[src/rtl/pixel_proc_pkg.sv]
// Shared types and constants for the two-pixel-per-clock RGB888 point-operation stage.
// Latency: n/a (types, constants and a helper function only).
// Backpressure: n/a.
package pixel_proc_pkg;

    localparam logic [2:0] OP_PASS = 3'd0;
    localparam logic [2:0] OP_ADD  = 3'd1;
    localparam logic [2:0] OP_SUB  = 3'd2;
    localparam logic [2:0] OP_INV  = 3'd3;
    localparam logic [2:0] OP_THR  = 3'd4;
    localparam logic [2:0] OP_GRAY = 3'd5;

    typedef enum logic [1:0] {
        ST_IDLE   = 2'd0,
        ST_ACTIVE = 2'd1,
        ST_DONE   = 2'd2
    } state_t;

    typedef struct packed {
        logic [7:0] r;
        logic [7:0] g;
        logic [7:0] b;
    } pix_t;

    // R+G+B never exceeds 765, so 10 bits hold it without overflow.
    function automatic logic [9:0] pix_sum(input pix_t p);
        return {2'b00, p.r} + {2'b00, p.g} + {2'b00, p.b};
    endfunction

endpackage

[src/rtl/pixel_op.sv]
// Single-pixel point operation (pass/add/sub/invert/threshold, grayscale when PIXEL_PROC_GRAY_EN).
// Latency: purely combinational, zero cycles.
// Backpressure: none; the caller registers the result.
module pixel_op
    import pixel_proc_pkg::*;
#(
    parameter int VALUE     = 100,
    parameter int THRESHOLD = 90
) (
    input  pix_t       pix_i,
    input  logic [9:0] sum_i,
    input  logic [2:0] op_i,
    output pix_t       pix_o
);

    localparam logic [8:0] VAL9 = 9'(VALUE);
    localparam logic [9:0] THR3 = 10'(3 * THRESHOLD);

    // Saturating add: the 9th bit of the intermediate is the overflow flag.
    function automatic logic [7:0] sat_add(input logic [7:0] x);
        logic [8:0] t;
        t = {1'b0, x} + VAL9;
        return t[8] ? 8'hFF : 8'(t);
    endfunction

    // Saturating subtract: a negative signed result clamps to zero.
    function automatic logic [7:0] sat_sub(input logic [7:0] x);
        logic signed [9:0] t;
        t = $signed({2'b00, x}) - $signed({1'b0, VAL9});
        return (t < 0) ? 8'h00 : 8'(t);
    endfunction

    // Compare the sum against 3*THRESHOLD instead of dividing for the average.
    logic [7:0] thr_w;
    assign thr_w = (sum_i > THR3) ? 8'hFF : 8'h00;

`ifdef PIXEL_PROC_GRAY_EN
    // Weighted luma approximation (R + 2G + B) / 4, all terms in 10 bits.
    logic [9:0] gray_sum_w;
    logic [7:0] gray_w;
    assign gray_sum_w = {2'b00, pix_i.r} + {1'b0, pix_i.g, 1'b0} + {2'b00, pix_i.b};
    assign gray_w     = 8'(gray_sum_w >> 2);
`endif

    // Select the operation; unknown codes fall through to pass.
    always_comb begin
        pix_o = pix_i;
        case (op_i)
            OP_ADD: pix_o = '{r: sat_add(pix_i.r), g: sat_add(pix_i.g), b: sat_add(pix_i.b)};
            OP_SUB: pix_o = '{r: sat_sub(pix_i.r), g: sat_sub(pix_i.g), b: sat_sub(pix_i.b)};
            OP_INV: pix_o = '{r: ~pix_i.r, g: ~pix_i.g, b: ~pix_i.b};
            OP_THR: pix_o = '{r: thr_w, g: thr_w, b: thr_w};
`ifdef PIXEL_PROC_GRAY_EN
            OP_GRAY: pix_o = '{r: gray_w, g: gray_w, b: gray_w};
`endif
            default: pix_o = pix_i;
        endcase
    end

endmodule

[src/rtl/pixel_proc_pipe.sv]
// Frame-level RGB888 pixel-pair processing stage with geometry tracking; optional grayscale via PIXEL_PROC_GRAY_EN.
// Latency: fixed 2 cycles from accepted pair to hsync, one pair per cycle.
// Backpressure: none; pairs outside an active frame are dropped silently.
module pixel_proc_pipe
    import pixel_proc_pkg::*;
#(
    parameter int WIDTH     = 768,
    parameter int HEIGHT    = 512,
    parameter int VALUE     = 100,
    parameter int THRESHOLD = 90
) (
    input  logic       HCLK,
    input  logic       HRESET,
    input  logic       vsync_in,
    input  logic [2:0] op_sel,
    input  logic       hsync_in,
    input  logic [7:0] DATA_R0,
    input  logic [7:0] DATA_G0,
    input  logic [7:0] DATA_B0,
    input  logic [7:0] DATA_R1,
    input  logic [7:0] DATA_G1,
    input  logic [7:0] DATA_B1,
    output logic       hsync,
    output logic [7:0] DATA_WRITE_R0,
    output logic [7:0] DATA_WRITE_G0,
    output logic [7:0] DATA_WRITE_B0,
    output logic [7:0] DATA_WRITE_R1,
    output logic [7:0] DATA_WRITE_G1,
    output logic [7:0] DATA_WRITE_B1,
    output logic       busy,
    output logic       frame_done,
    output logic       frame_err
);

    localparam int COLS  = WIDTH / 2;
    localparam int COL_W = (COLS > 1) ? $clog2(COLS) : 1;
    localparam int ROW_W = (HEIGHT > 1) ? $clog2(HEIGHT) : 1;
    localparam logic [COL_W-1:0] COL_LAST = COL_W'(COLS - 1);
    localparam logic [ROW_W-1:0] ROW_LAST = ROW_W'(HEIGHT - 1);

    state_t            state_q, state_d;
    logic [2:0]        op_q, op_d;
    logic [COL_W-1:0]  col_q, col_d;
    logic [ROW_W-1:0]  row_q, row_d;
    logic              drain_q, drain_d;
    logic              accept, last, start, err_d;

    // Stage 1 registers carry the op so a restarted frame cannot alter in-flight pairs.
    logic              s1_vld_q, s1_last_q;
    logic [2:0]        s1_op_q;
    pix_t              s1_p0_q, s1_p1_q;
    logic [9:0]        s1_sum0_q, s1_sum1_q;

    logic              out_vld_q, done_q, err_q;
    pix_t              out_p0_q, out_p1_q;

    pix_t              in_p0_w, in_p1_w, op_p0_w, op_p1_w;

    assign in_p0_w = '{r: DATA_R0, g: DATA_G0, b: DATA_B0};
    assign in_p1_w = '{r: DATA_R1, g: DATA_G1, b: DATA_B1};

    // Next-state, counters and acceptance; vsync restarts a frame from any state.
    always_comb begin
        state_d = state_q;
        op_d    = op_q;
        col_d   = col_q;
        row_d   = row_q;
        drain_d = 1'b0;
        accept  = 1'b0;
        last    = 1'b0;
        start   = 1'b0;
        case (state_q)
            ST_IDLE: begin
                if (vsync_in) start = 1'b1;
            end
            ST_ACTIVE: begin
                if (vsync_in) begin
                    start = 1'b1;
                end else if (hsync_in) begin
                    accept = 1'b1;
                    if (col_q == COL_LAST) begin
                        col_d = '0;
                        if (row_q == ROW_LAST) begin
                            row_d   = '0;
                            last    = 1'b1;
                            state_d = ST_DONE;
                        end else begin
                            row_d = row_q + 1'b1;
                        end
                    end else begin
                        col_d = col_q + 1'b1;
                    end
                end
            end
            ST_DONE: begin
                if (vsync_in) begin
                    start = 1'b1;
                end else begin
                    drain_d = 1'b1;
                    if (drain_q) state_d = ST_IDLE;
                end
            end
            default: state_d = ST_IDLE;
        endcase
        if (start) begin
            state_d = ST_ACTIVE;
            op_d    = op_sel;
            col_d   = '0;
            row_d   = '0;
        end
    end

    assign err_d = (state_q == ST_ACTIVE) && vsync_in;

    // Control state register.
    always_ff @(posedge HCLK) begin
        if (HRESET) begin
            state_q <= ST_IDLE;
            op_q    <= OP_PASS;
            col_q   <= '0;
            row_q   <= '0;
            drain_q <= 1'b0;
            err_q   <= 1'b0;
        end else begin
            state_q <= state_d;
            op_q    <= op_d;
            col_q   <= col_d;
            row_q   <= row_d;
            drain_q <= drain_d;
            err_q   <= err_d;
        end
    end

    // Stage 1: capture accepted pair and precompute per-pixel sums.
    always_ff @(posedge HCLK) begin
        if (HRESET) begin
            s1_vld_q  <= 1'b0;
            s1_last_q <= 1'b0;
            s1_op_q   <= OP_PASS;
            s1_p0_q   <= '0;
            s1_p1_q   <= '0;
            s1_sum0_q <= '0;
            s1_sum1_q <= '0;
        end else begin
            s1_vld_q  <= accept;
            s1_last_q <= last;
            if (accept) begin
                s1_op_q   <= op_q;
                s1_p0_q   <= in_p0_w;
                s1_p1_q   <= in_p1_w;
                s1_sum0_q <= pix_sum(in_p0_w);
                s1_sum1_q <= pix_sum(in_p1_w);
            end
        end
    end

    pixel_op #(.VALUE(VALUE), .THRESHOLD(THRESHOLD)) u_op_even (
        .pix_i (s1_p0_q),
        .sum_i (s1_sum0_q),
        .op_i  (s1_op_q),
        .pix_o (op_p0_w)
    );

    pixel_op #(.VALUE(VALUE), .THRESHOLD(THRESHOLD)) u_op_odd (
        .pix_i (s1_p1_q),
        .sum_i (s1_sum1_q),
        .op_i  (s1_op_q),
        .pix_o (op_p1_w)
    );

    // Stage 2: register the processed pair; data holds while no pair is emitted.
    always_ff @(posedge HCLK) begin
        if (HRESET) begin
            out_vld_q <= 1'b0;
            done_q    <= 1'b0;
            out_p0_q  <= '0;
            out_p1_q  <= '0;
        end else begin
            out_vld_q <= s1_vld_q;
            done_q    <= s1_vld_q && s1_last_q;
            if (s1_vld_q) begin
                out_p0_q <= op_p0_w;
                out_p1_q <= op_p1_w;
            end
        end
    end

    assign hsync         = out_vld_q;
    assign frame_done    = done_q;
    assign frame_err     = err_q;
    assign busy          = (state_q != ST_IDLE);
    assign DATA_WRITE_R0 = out_p0_q.r;
    assign DATA_WRITE_G0 = out_p0_q.g;
    assign DATA_WRITE_B0 = out_p0_q.b;
    assign DATA_WRITE_R1 = out_p1_q.r;
    assign DATA_WRITE_G1 = out_p1_q.g;
    assign DATA_WRITE_B1 = out_p1_q.b;

endmodule

[config.mk]
export PLATFORM = sky130hd
export DESIGN_NAME = pixel_proc_pipe
export DESIGN_NICKNAME = d
export VERILOG_FILES = /design/src/rtl/pixel_proc_pkg.sv /design/src/rtl/pixel_op.sv /design/src/rtl/pixel_proc_pipe.sv
export SDC_FILE = /design/constraint.sdc
export NUM_CORES = 1
export LEC_CHECK = 0
export ABC_AREA = 1
export BUFFER_PORTS_ARGS = -buffer_cell sky130_fd_sc_hd__buf_4
export CAP_MARGIN = 0
export CORE_UTILIZATION = 60
export CTS_BUF_LIST = sky130_fd_sc_hd__clkbuf_2 sky130_fd_sc_hd__clkbuf_4 sky130_fd_sc_hd__clkbuf_8
export CTS_CLUSTER_DIAMETER = 80
export DETAILED_ROUTE_END_ITERATION = 6
export MAX_ROUTING_LAYER = met4
export PLACE_DENSITY_LB_ADDON = 0.05
export SLEW_MARGIN = 20
export SYNTH_ARGS = -nofsm -noshare
export SYNTH_HDL_FRONTEND = slang
export SYNTH_HIERARCHICAL = 1
export SYNTH_SLANG_ARGS = --single-unit
[constraint.sdc]
create_clock -name HCLK -period 3.1 [get_ports HCLK]
set_clock_uncertainty 0.2 [all_clocks]
set_input_delay 0.62 -clock HCLK [delete_from_list [all_inputs] [get_ports HCLK]]
set_output_delay 0.62 -clock HCLK [all_outputs]
set_load 0.02 [all_outputs]
Yosys cells after proc, flatten, opt, wreduce, memory -nomap -nowiden
Cells that the tools add are included.
{"block": "op_classes", "add_sub_neg": 18, "order_cmp": 8, "n_eq_ne": 21, "n_mux": 33, "bitwise_logic": 12, "n_reduce_logical": 12}
{"op": "$pmux W24 S4", "n": 2}
{"op": "$mux W8", "n": 14}
{"op": "$add A8 B7 Y9 const B", "n": 6}
{"op": "$lt A9 B1 Y1 const B", "n": 6}
{"op": "$sub A8 B7 Y9 const B", "n": 6}
{"op": "$not A8 Y8", "n": 6}
{"op": "$add A9 B8 Y10", "n": 2}
{"op": "$gt A10 B9 Y1 const B", "n": 2}
{"op": "$add A8 B8 Y9", "n": 2}
{"op": "$add A9 B1 Y9 const B", "n": 2}
{"op": "$eq A9 B9 Y1 const B", "n": 2}
{"op": "$mux W9", "n": 2}
{"op": "$ne A3 B3 Y1 const B", "n": 6}
{"op": "$ne A2 B2 Y1 const B", "n": 7}
{"op": "$reduce_and A7 Y1", "n": 2}
{"op": "$mux W2", "n": 6}
{"op": "$mux W1", "n": 8}
{"op": "$eq A3 B2 Y1 const B", "n": 2}
{"op": "$not A1 Y1", "n": 6}
{"op": "$pmux W2 S3", "n": 1}
{"op": "$reduce_or A5 Y1", "n": 1}
{"op": "$reduce_and A4 Y1", "n": 1}
{"op": "$reduce_or A2 Y1", "n": 2}
{"op": "$eq A3 B1 Y1 const B", "n": 1}
{"op": "other kinds (8)", "n": 9}
{"block": "totals", "ff_bits": 148, "inputBits": 55, "output_inout_bits": 52, "word_cells": 130}

Longest topological paths before layout
Gate-level depths: netlist of the first run.
{"block": "depth", "word_depth": 7, "mapped_depth": 13}

Cells and area by module
The synthesis of the first run kept the hierarchy.
{"mod": "pixel_proc_pipe", "n_inst": 1, "cells_each": 858, "area_per_inst_um2": 6515.0, "seq_area_each_um2": 2962.8}
{"mod": "pixel_op at u_op_odd", "n_inst": 1, "cells_each": 358, "area_per_inst_um2": 1705.4, "seq_area_each_um2": 0.0}
{"mod": "pixel_op at u_op_even", "n_inst": 1, "cells_each": 362, "area_per_inst_um2": 1647.8, "seq_area_each_um2": 0.0}

Worst setup path before layout of the first run
No wires, ideal clock.
{"block": "synth_path", "path_type": "input port to flip-flop", "from": "input port DATA_R0[1]", "to": "register s1_sum0_q[5]", "setup_time_ps": 113, "arrival_ps": 2192, "t_required_ps": 2787, "setup_slack_ps": 595, "cell_stages": 10, "cell_sequence": "fa_1 -> ha_1 -> inv_1 -> fa_1 -> inv_1 -> nand3_1 -> nand3_1 -> xor2_1 -> o21ai_1 -> inv_1"}
{"block": "synth_via", "elab_chain_len": 2}
{"element": "start: declaration", "line_no": "pixel_proc_pipe.sv:17", "rtl": "input logic [7:0] DATA_R0,"}
{"element": "$add A8 B8 Y9", "line_no": "pixel_proc_pkg.sv:27", "rtl": "return {2'b00, p.r} + {2'b00, p.g} + {2'b00, p.b};"}
{"element": "$add A9 B8 Y10", "line_no": "pixel_proc_pkg.sv:27"}
{"element": "end signal: assignment", "line_no": "pixel_proc_pipe.sv:151", "rtl": "s1_sum0_q <= pix_sum(in_p0_w);"}
{"element": "end: declaration", "line_no": "pixel_proc_pipe.sv:52", "rtl": "logic [9:0] s1_sum0_q, s1_sum1_q;"}
No other way between the ends.
A chain may end at the register's enable or synchronous reset.

Worst setup path in the final report of the first run
{"block": "layout_path", "from": "input port DATA_R0[1]", "to": "register s1_sum0_q[9]"}
The elaborated chain is that of the path after synthesis.

==> results of run 1 <==
-- worst register-to-register path, stage by stage, from the launching register on --
cell and delay [ns]:
dfxtp_1 0.58, inv_2 0.08, nor3_2 0.23, nand2_1 0.59, nand4_1 0.39, nor2_1 0.08, nor2_1 0.09
-- power by group --
group,internal (mW),leakage (nW),total (mW),switching [mW]
registers,1.96,1.20,2.05,0.0829
clock network,0.838,0.211,1.63,0.791
logic,0.342,4.11,0.891,0.549
total,3.14,5.52,4.57,1.42
-- placed cells by master, fill, tap and decap left out, types with 3 or more instances in the layout --
cell / instances
nor3_4: 5
nand2_2: 5
nor3_1: 4
fa_1: 18
nor2_1: 274
inv_2: 14
dfxtp_1: 148
buf_4: 118
inv_6: 4
ha_1: 29
a21oi_1: 45
bufinv_16: 3
o21ai_1: 8
clkinv_4: 4
nand2_1: 428
nand3_1: 129
inv_1: 173
o21ai_0: 116
nand4_1: 64
clkbuf_8: 18
xnor2_1: 9
xor2_1: 12
nor2_4: 6
-- area by class of cell --
class | count | area share [%]
Clock buffer | 19 | 2.313
Clock inverter | 13 | 1.553
Inverter | 189 | 6.474
Multi-Input combinational cell | 1166 | 52.15
Sequential cell | 148 | 26.85
Tap cell | 216 | 2.449
Timing Repair Buffer | 119 | 8.209
-- worst paths after layout --
kind                                          to  slack [ns]
worst min-delay path                     drain_q        0.14
worst min register to register        frame_done        0.23
worst max-delay path                s1_sum0_q[9]        0.79
worst max register to register  DATA_WRITE_B0[5]        0.79
-- routing by layer --
layer  GRT usage [%]  vias to the layer above  share of wire (%)
met5               -                        -                  0
met4           6.772                        0                1.3
met3           5.453                       26                6.9
met2           43.77                      309                 43
met1           44.03                     4528                 48
li1                -                     5125                  -
-- sequential cells by signal, indices dropped and copies added (netlist names) --
signal,count
op_q,3
frame_err,1
drain_q,1
state_q,2
s1_p1_q,24
s1_last_q,1
DATA_WRITE_B0,8
s1_vld_q,1
DATA_WRITE_G1,8
s1_p0_q,24
s1_op_q,3
DATA_WRITE_G0,8
frame_done,1
s1_sum1_q,10
DATA_WRITE_R0,8
col_q,9
DATA_WRITE_R1,8
DATA_WRITE_B1,8
hsync,1
s1_sum0_q,10
row_q,9
-- cells by family after synthesis --
| family | after synthesis | synth area share [%] |
|---|---|---|
| simple gates | 922 | 39.99 |
| compound gates | 176 | 9.142 |
| xor+xnor | 21 | 1.864 |
| buf+inv | 264 | 11.65 |
| fa+ha+maj | 47 | 7.329 |
| flops | 148 | 30.02 |
-- Yosys cell counts (10+ instances only) --
cell type	number
inv_1	174
nand2_1	428
nor2_1	274
inv_2	13
xor2_1	12
ha_1	29
buf_2	21
nand4_1	64
buf_4	14
dfxtp_1	148
buf_6	10
a21oi_1	45
o21ai_0	116
fa_1	18
nand3_1	129
clkbuf_1	28
-- metrics by stage --
step / worst slack [ns] / instances / util (%) / cell area (um2)
2_1_floorplan: 0.5949 / 1578 / - / 9868
3_3_place_gp: 0.3580 / 1838 / 66.54 / 10610
3_5_place_dp: 0.3267 / 1838 / 66.54 / 10610
4_1_cts: 0.7717 / 1870 / 69.22 / 11040
5_1_grt: 0.6275 / 1870 / 69.22 / 11040
6_report: 0.7875 / 1870 / 69.22 / 11040
==> summary.md, run 1 <==
| Metric | Value |
|---|---|
| Starting Density | `61.90%` |
| Crit-path most repeated cell | `nand2_1` |
| Post-Syn Instances | `1,578` |
| GRT Util Overall | `30.46%` |
| Family with the most delay on the worst path | `adder cells` |
| Clock sinks | `148` |
| Vias/cell | `5.341` |
| Final setup vio count | `0` |
| RSZ-0062 raised after global routing | `false` |
| DRC violation count after routing | `0` |
| Yosys reg bits | `148` |
| Sequential element share of the synthesized area | `30.02%` |
| Clk slew on worst S/H paths | `0.09 ns` |
| Worst EP required | `3.30 ns` |
| CP max FO | `3` |
| Grt ovf | `0` |
| P&R area growth vs syn | `11.83%` |
| Hold_buf cts | `0` |
| Register area | `2963 um2` |
| Area leader, netlist | `dfxtp_1` |
| Arrival time worst endpoint | `2.51 ns` |
| Slew HR | `40.48%` |
| CORE AREA | `15,940 um2` |
| GPL Wtd Cong | `0.9041` |
| Achievable clock frequency | `432.4 MHz` |
| Detailed Place HPWL | `17,810 um` |
| Worst path cell trace | `buf_4, fa_1, ha_1, inv_1, fa_1, inv_1, nand3_1, nand3_1, nand2_1, nand2_1, nand2_1, a21oi_1` |
| Levels on crit path | `12` |
| CP Launch Type | `input pin` |
| DRT antenna net count | `0` |
| Post-Syn Area | `9868 um2` |
| DRT iter0 DRCs | `1,045` |
| Status | `complete, no violations` |
| CTS Buffer Depth | `2` |
| Vias | `9,988` |
| Setup TNS Final | `0 ns` |
| Share of the synthesized area in the top cell type | `30.02%` |
| Die area | `16,960 um2` |
| First-pass GRT wire length | `39,740 um` |
| PD cells | `413.7 nW/um2` |
| Crit path from | `DATA_R0[1]` |
| Area contributors post-synth | `dfxtp_1, nand2_1, nor2_1` |
| Setup CP Type | `in2reg` |
| FF-to-FF path depth | `6` |
| Routed len/inst | `13.14 um` |
| Worst-margin pin slew | `0.8906 ns` |
| Slowest cell delay on critical path | `0.54 ns` |
| Worst hold start | `vsync_in` |
| WP buf/inv | `3` |
| Final Cycle Share | `74.60%` |
| Fillcell total | `1,438` |
| EDFF count, synth | `0` |
| Multi-input logic area | `5756 um2` |
| Hold Crit Depth | `2` |
| Leakage power | `5.520 nW` |
| Final Max Slew Viols | `0` |
| Routed WL | `24,580 um` |
| TritonRoute pass-1 iters | `6` |
| Pin count of the biggest net entering global routing | `75` |
| Worst Setup End Kind | `flop` |
| Num CTS Buffers | `17` |
| Min Tclk post-route | `2.313 ns` |
| Vias in the first global route | `8,177` |
| IO Port Bufs | `106` |
| Setup Buffers After CTS | `0` |
| # rows | `46` |
| Root buf cell | `clkbuf_8` |
| Maxcap violations | `0` |
| N_diodes | `0` |
| Peak VDD IR | `0.0002574 V` |
| Tot Pwr | `4.566 mW` |
| Antenna violations before repair | `0` |
| Die Y | `130.2 um` |
| Top FF cell, synth | `dfxtp_1` |
| Yosys cell types | `35` |
| YS warnings | `6` |
| R2R Path Start | `s1_op_q[2]` |
| IO Count | `107` |
| Min-Delay Path Class | `in2reg` |
| Post-synth net total | `1,680` |
| CTS tree | `done` |
| H-tree levels | `4` |
| Share of cells above drive strength 1 | `11.49%` |
| Synthesized area per cell | `6.254 um2` |
| CTS resizes | `0` |
| Worst-path cell with the longest stage delay | `fa_1` |
| Final hold vios | `0` |
| Async SR Flop Fraction | `0%` |
| Die width | `130.2 um` |
| Hold_ws | `0.1384 ns` |
| Clock latency on the worst-skew pair | `0.46 ns` |
| Final nets | `1,743` |
(Power assumes the default switching activity.)
==> run 2, diff against run 1 <==
--- a/config.mk
+++ b/config.mk
@@ -5,7 +5,7 @@
 export SDC_FILE = /design/constraint.sdc
 export NUM_CORES = 1
 export LEC_CHECK = 0
-export ABC_AREA = 1
+export ABC_AREA = 0
 export BUFFER_PORTS_ARGS = -buffer_cell sky130_fd_sc_hd__buf_4
 export CAP_MARGIN = 0
 export CORE_UTILIZATION = 60
==> constraint.sdc (replaced) <==
create_clock -name HCLK -period 2.3 [get_ports HCLK]
set_clock_uncertainty 0.2 [all_clocks]
set_input_delay 0.46 -clock HCLK [delete_from_list [all_inputs] [get_ports HCLK]]
set_output_delay 0.46 -clock HCLK [all_outputs]
set_load 0.02 [all_outputs]
==> summary.md, run 2 <==
| Metric | Value |
|---|---|
| Status | `complete, no violations` |
| P&R area growth vs syn | `25.87%` |
| Async SR Flop Fraction | `0% (unchanged)` |
| Peak VDD IR | `0.0004305 V (+67%)` |
| Commonest non-fill, non-tap cells in the layout | `buf_4, nand2_1, dfxtp_1, a21oi_1, nor2_1` |
| N_diodes | `0 (unchanged)` |
| YS warnings | `6 (unchanged)` |
| Final nets | `1,448 (-17%)` |
| Vias | `9,371 (-6.2%)` |
| R2R Setup Slk | `0.03 ns (-0.75 ns)` |
| CP max FO | `2 (-1)` |
| Yosys reg bits | `148 (unchanged)` |
| Starting Density | `61.07% (-0.83 points)` |
| Top FF cell, synth | `dfxtp_1` |
| H-tree levels | `4 (unchanged)` |
| DRT antenna net count | `0 (unchanged)` |
| Tot Pwr | `5.761 mW (+26%)` |
| Post-layout util | `76.86% (+7.6 points)` |
| Fillcell total | `1,203 (-16%)` |
| RSZ-0062 raised after global routing | `true` |
| Arrival time worst endpoint | `2.41 ns (-0.10 ns)` |
| First-pass GRT wire length | `42,720 um (+7.5%)` |
| EDFF count, synth | `0 (unchanged)` |
| Clk slew on worst S/H paths | `0.08 ns (about the same)` |
| Antenna violations before repair | `0 (unchanged)` |
| GRT Util Overall | `34.44% (+4.0 points)` |
| FF-to-FF path depth | `7 (+1)` |
| Worst-margin pin slew | `0.8166 ns (-0.07395 ns)` |
| Final Max Slew Viols | `0 (unchanged)` |
| DRT iter0 DRCs | `1,069 (+2.3%)` |
| Register area | `2975 um2 (+0.42%)` |
| Die area | `15,920 um2 (-6.2%)` |
| Vias/cell | `6.065 (+14%)` |
| Final hold vios | `0 (unchanged)` |
| Grt ovf | `0 (unchanged)` |
| Yosys cell types | `85 (+140%)` |
| R2R Path Start | `s1_sum0_q[4]` |
| Share of the synthesized area in the top cell type | `32.03% (+2.0 points)` |
| CTS tree | `done` |
| Num CTS Buffers | `17 (unchanged)` |
| Final setup vio count | `0 (unchanged)` |
| Area contributors post-synth | `dfxtp_1, mux2i_1, nand2_1` |
| DRC violation count after routing | `0 (unchanged)` |
| Min-Delay Path Class | `in2reg` |
| Placement Setup Slack | `-0.4735 ns (-0.8003 ns)` |
| Area leader, netlist | `dfxtp_1` |
| Synthesized area per cell | `7.925 um2 (+27%)` |
| CTS Buffer Depth | `2 (unchanged)` |
| Crit path from | `s1_sum0_q[4]` |
| Leakage power | `4.660 nW (-16%)` |
| Most frequent cell after synthesis | `nand2_1` |
| Die width | `126.2 um (-3.1%)` |
| Setup CP Type | `reg2reg` |
| Worst hold start | `HRESET` |
| CP Launch Type | `flop` |
| Pin count of the biggest net entering global routing | `74 (-1.3%)` |
| Biggest regs | `s1_p0_q x24, s1_p1_q x24` |
| Worst EP required | `2.44 ns (-0.86 ns)` |
| Min Tclk post-route | `2.267 ns` |
| Area after DPL | `11,100 um2 (+4.7%)` |
| Worst Slack Setup Final | `0.03335 ns (-0.7541 ns)` |
| Clock sinks | `148 (unchanged)` |
| Design Area, Final | `11,640 um2 (+5.5%)` |
| Worst Setup End Kind | `flop` |
| Sequential element share of the synthesized area | `32.03% (+2.0 points)` |
| Post-Syn Instances | `1,167 (-26%)` |
| Multi-input logic area | `5988 um2 (+4.0%)` |
| Final Cycle Share | `98.55%` |
| IO Port Bufs | `106 (unchanged)` |
| Most common cell after layout, fill and taps aside | `buf_4` |
| Post-synth net total | `1,269 (-24%)` |
| GPL Wtd Cong | `0.9742 (+7.8%)` |
| Routed len/inst | `16.97 um (+29%)` |
| Hold Crit Depth | `2 (unchanged)` |
| Die Y | `126.2 um (-3.1%)` |
| # rows | `45 (-2.2%)` |
| Clock latency on the worst-skew pair | `0.46 ns (about the same)` |
| Maxcap violations | `0 (unchanged)` |
| Post-Syn Area | `9249 um2 (-6.3%)` |
| IO Count | `107 (unchanged)` |
| Hold_buf cts | `0 (unchanged)` |
| Root buf cell | `clkbuf_8` |
| PD cells | `494.9 nW/um2 (+20%)` |
| Routed WL | `26,210 um (+6.6%)` |
| Post-synth top cells | `nand2_1, dfxtp_1, a21oi_1` |
| Detailed Place HPWL | `19,530 um (+9.7%)` |
| Slew HR | `45.17% (+4.7 points)` |
| Share of cells above drive strength 1 | `25.35% (+14 points)` |
| CORE AREA | `15,150 um2 (-5.0%)` |
| Hold_ws | `0.03565 ns (-0.1027 ns)` |
| TritonRoute pass-1 iters | `6 (unchanged)` |
| Achievable clock frequency | `441.2 MHz` |
| Vias in the first global route | `8,642 (+5.7%)` |
==> run 2: changes by cell type after synthesis, sizes merged, moves of 21 or more <==
cell | before | now
nand2 | 435 | 156
nor2 | 281 | 113
inv | 187 | 45
nand3 | 129 | 47
o21ai | 126 | 51
a21oi | 46 | 116
mux2i | 0 | 64
nand4 | 64 | 6
clkbuf | 28 | 57
nand2b | 0 | 22
a31oi | 0 | 21
buf | 47 | 26
==> run 2: cell type report <==
type	count	area share [%]
Sequential cell	148	25.56
Clock buffer	20	2.365
Inverter	45	1.451
Multi-Input combinational cell	891	51.44
Timing Repair Buffer	243	16.32
Tap cell	188	2.021
Clock inverter	10	0.8491
==> run 2: cell families after synthesis <==
family          synth area share [%]
mux                            7.170
flops                          32.03
xor+xnor                       1.989
compound gates                 23.53
buf+inv                        5.506
simple gates                   21.96
fa+ha+maj                      7.819
==> run 2: routing by layer <==
layer / routed length [um] / GRT usage [%] / share of wire (%)
met4: 693 / 12.47 / 2.6
met3: 1626 / 5.735 / 6.2
met5: 0 / - / 0
met1: 11840 / 45.62 / 45
met2: 12050 / 52.97 / 46
==> run 2: critical path, cell delays in order, from the launching register on <==
cell	delay (ns)
dfxtp_1	0.34
nor4_4	0.33
a21oi_1	0.16
o32ai_2	0.36
o21ai_1	0.15
a221o_1	0.41
mux2i_1	0.14
nor2_1	0.05
==> run 2: power breakdown <==
group          switching (mW)  internal, mW  total [mW]
Sequential             0.0633          2.61        2.67
Clock                    1.01         0.933        1.94
Combinational           0.584         0.564        1.15
==> run 2: final timing paths <==
| path | to |
|---|---|
| setup reg to reg | DATA_WRITE_B0[0] |
| hold reg to reg | frame_done |
| setup / recovery | DATA_WRITE_B0[0] |
| hold / removal | s1_last_q |
==> run 2: metrics by stage <==
step / TNS, ns / cells
6_report: 0 / 1545
5_1_grt: -0.1792 / 1545
4_1_cts: 0 / 1544
3_5_place_dp: -4.420 / 1514
3_3_place_gp: -3.822 / 1514
2_1_floorplan: -1.056 / 1167
==> run 2: repair_timing <==
| action | 4_1_cts | 5_1_grt |
|---|---|---|
| setup buffers | 0 | 1 |
| endpoints found under the setup margin | 4 | 26 |
| gates resized for setup | 3 | 32 |
| pin swaps | 0 | 8 |
==> run 3, diff against run 2 <==
--- a/config.mk
+++ b/config.mk
@@ -5,7 +5,7 @@
 export SDC_FILE = /design/constraint.sdc
 export NUM_CORES = 1
 export LEC_CHECK = 0
-export ABC_AREA = 0
+export ABC_AREA = 1
 export BUFFER_PORTS_ARGS = -buffer_cell sky130_fd_sc_hd__buf_4
 export CAP_MARGIN = 0
 export CORE_UTILIZATION = 60
==> summary.md, run 3 (synthesis gave the netlist of run 1 again) <==
| Metric | Value |
|---|---|
| Clock sinks | `148 (unchanged)` |
| Die width | `130.2 um (+3.2%)` |
| Grt ovf | `0 (unchanged)` |
| H-tree levels | `4 (unchanged)` |
| Maxcap violations | `0 (unchanged)` |
| TritonRoute pass-1 iters | `5 (-1)` |
| Final setup vio count | `0 (unchanged)` |
| Vias in the first global route | `8,790 (+1.7%)` |
| Slew HR | `64.17% (+19 points)` |
| Arrival time worst endpoint | `2.30 ns (-0.11 ns)` |
| Setup CP Type | `reg2reg` |
| Root buf cell | `clkbuf_8` |
| Fillcell total | `1,449 (+20%)` |
| Vias | `10,230 (+9.2%)` |
| CTS Buffer Depth | `2 (unchanged)` |
| Worst-margin pin slew | `0.5374 ns (-0.2793 ns)` |
| Final Cycle Share | `91.09% (-7.5 points)` |
| Most common cell after layout, fill and taps aside | `nand2_1` |
| IO Port Bufs | `106 (unchanged)` |
| Achievable clock frequency | `477.3 MHz (+8.2%)` |
| Register area | `2964 um2 (-0.38%)` |
| Post-Layout Cell Count | `1,913 (+24%)` |
| P&R area growth vs syn | `15.22%` |
| Worst hold start | `op_sel[2]` |
| Worst EP required | `2.50 ns (+0.06 ns)` |
| Leakage power | `5.709 nW (+23%)` |
| CTS tree | `done` |
| Post-layout util | `71.32% (-5.5 points)` |
| Multi-input logic area | `5761 um2 (-3.8%)` |
| Worst Setup End Kind | `flop` |
| CORE AREA | `15,940 um2 (+5.3%)` |
| Antenna violations before repair | `0 (unchanged)` |
| Min-Delay Path Class | `in2reg` |
| Crit path from | `s1_op_q[1]` |
| Status | `complete, no violations` |
| Detailed Place HPWL | `18,610 um (-4.7%)` |
| IO Count | `107 (unchanged)` |
| Pin count of the biggest net entering global routing | `112 (+51%)` |
| DRT antenna net count | `0 (unchanged)` |
| Setup TNS Final | `0 ns (unchanged)` |
| CP Launch Type | `flop` |
| Final hold vios | `0 (unchanged)` |
| GRT Util Overall | `32.72% (-1.7 points)` |
| # rows | `46 (+2.2%)` |
| Min Tclk post-route | `2.095 ns (-0.1715 ns)` |
| GPL Wtd Cong | `0.9363 (-3.9%)` |
| R2R Path Start | `s1_op_q[1]` |
| Share of cells above drive strength 1 | `13.79% (-12 points)` |
| CP max FO | `10 (+8)` |
| Peak VDD IR | `0.0003783 V (-12%)` |
| Routed len/inst | `13.56 um (-20%)` |
| Die area | `16,960 um2 (+6.6%)` |
| Die Y | `130.2 um (+3.2%)` |
| First-pass GRT wire length | `42,320 um (-0.94%)` |
| Routed WL | `25,930 um (-1.1%)` |
| Dpl cells | `1,879 (+24%)` |
| PD cells | `531.7 nW/um2 (+7.4%)` |
| Final nets | `1,786 (+23%)` |
| Biggest regs | `s1_p0_q x24, s1_p1_q x24` |
| DRC violation count after routing | `0 (unchanged)` |
| Final Max Slew Viols | `0 (unchanged)` |
| DRT iter0 DRCs | `935 (-13%)` |
| N_diodes | `0 (unchanged)` |
| Clk slew on worst S/H paths | `0.09 ns (about the same)` |
| Commonest non-fill, non-tap cells in the layout | `nand2_1, nor2_1, inv_1, buf_4, dfxtp_1` |
| RSZ-0062 raised after global routing | `false` |
| Num CTS Buffers | `17 (unchanged)` |
| Vias/cell | `5.350 (-12%)` |
| Starting Density | `61.90% (+0.83 points)` |
| Clock latency on the worst-skew pair | `0.47 ns (about the same)` |
[run 3: worst max-delay path: stages (launching register included)]
cell and delay [ns]:
dfxtp_1 0.59, inv_2 0.11, nor3_4 0.37, buf_4 0.27, nand2_1 0.11, nor2_1 0.10, nor2_1 0.05, nand4_1 0.08
nor2_1 0.06, nor2_1 0.10
[run 3: repair_timing]
item,4_1_cts,5_1_grt
setup buffers,0,0
setup endpoints to repair,0,2
gates resized for setup,0,1
hold buffers,2,0
endpoints found under the hold margin,2,0
[run 3: per-layer routing]
layer  global-route usage, %  share of wire [%]  up-vias
met5                       -                  0        -
met4                   9.302                1.5        0
met3                   4.018                7.2       32
met2                   48.69                 44      397
met1                   46.33                 47     4611
li1                        -                  -     5194
[run 3: through the flow]
step / power, mW / setup slack (ns) / hold WS, ns / cell area (um2)
finish: 6.045 / 0.2049 / 0.04302 / 11370
global route: 6.375 / 0.02104 / 0.02256 / 11370
CTS: 6.071 / 0.1930 / 0.01001 / 11370
detailed placement: 4.110 / -0.2266 / 0.2346 / 10970
global placement: 4.082 / -0.2030 / 0.2263 / 10970
floorplan: 3.657 / 0.003431 / 0.2045 / 9873
[run 3: area by class of cell]
type | instances | share of cell area (%)
Clock buffer | 18 | 2.179
Clock inverter | 14 | 1.133
Inverter | 189 | 6.284
Multi-Input combinational cell | 1166 | 50.67
Sequential cell | 148 | 26.07
Tap cell | 216 | 2.377
Timing Repair Buffer | 162 | 11.29
[run 3: where the power goes]
group,switching [mW],internal (mW)
Clock,1.08,0.887
Combinational,0.779,0.550
Sequential,0.106,2.65
[run 3: final timing paths]
path / to / slack, ns / cells past startpoint
setup / recovery: DATA_WRITE_R1[5] / 0.20 / 9
hold / removal: op_q[2] / 0.04 / 3
setup reg to reg: DATA_WRITE_R1[5] / 0.20 / 9
hold reg to reg: frame_done / 0.25 / 2
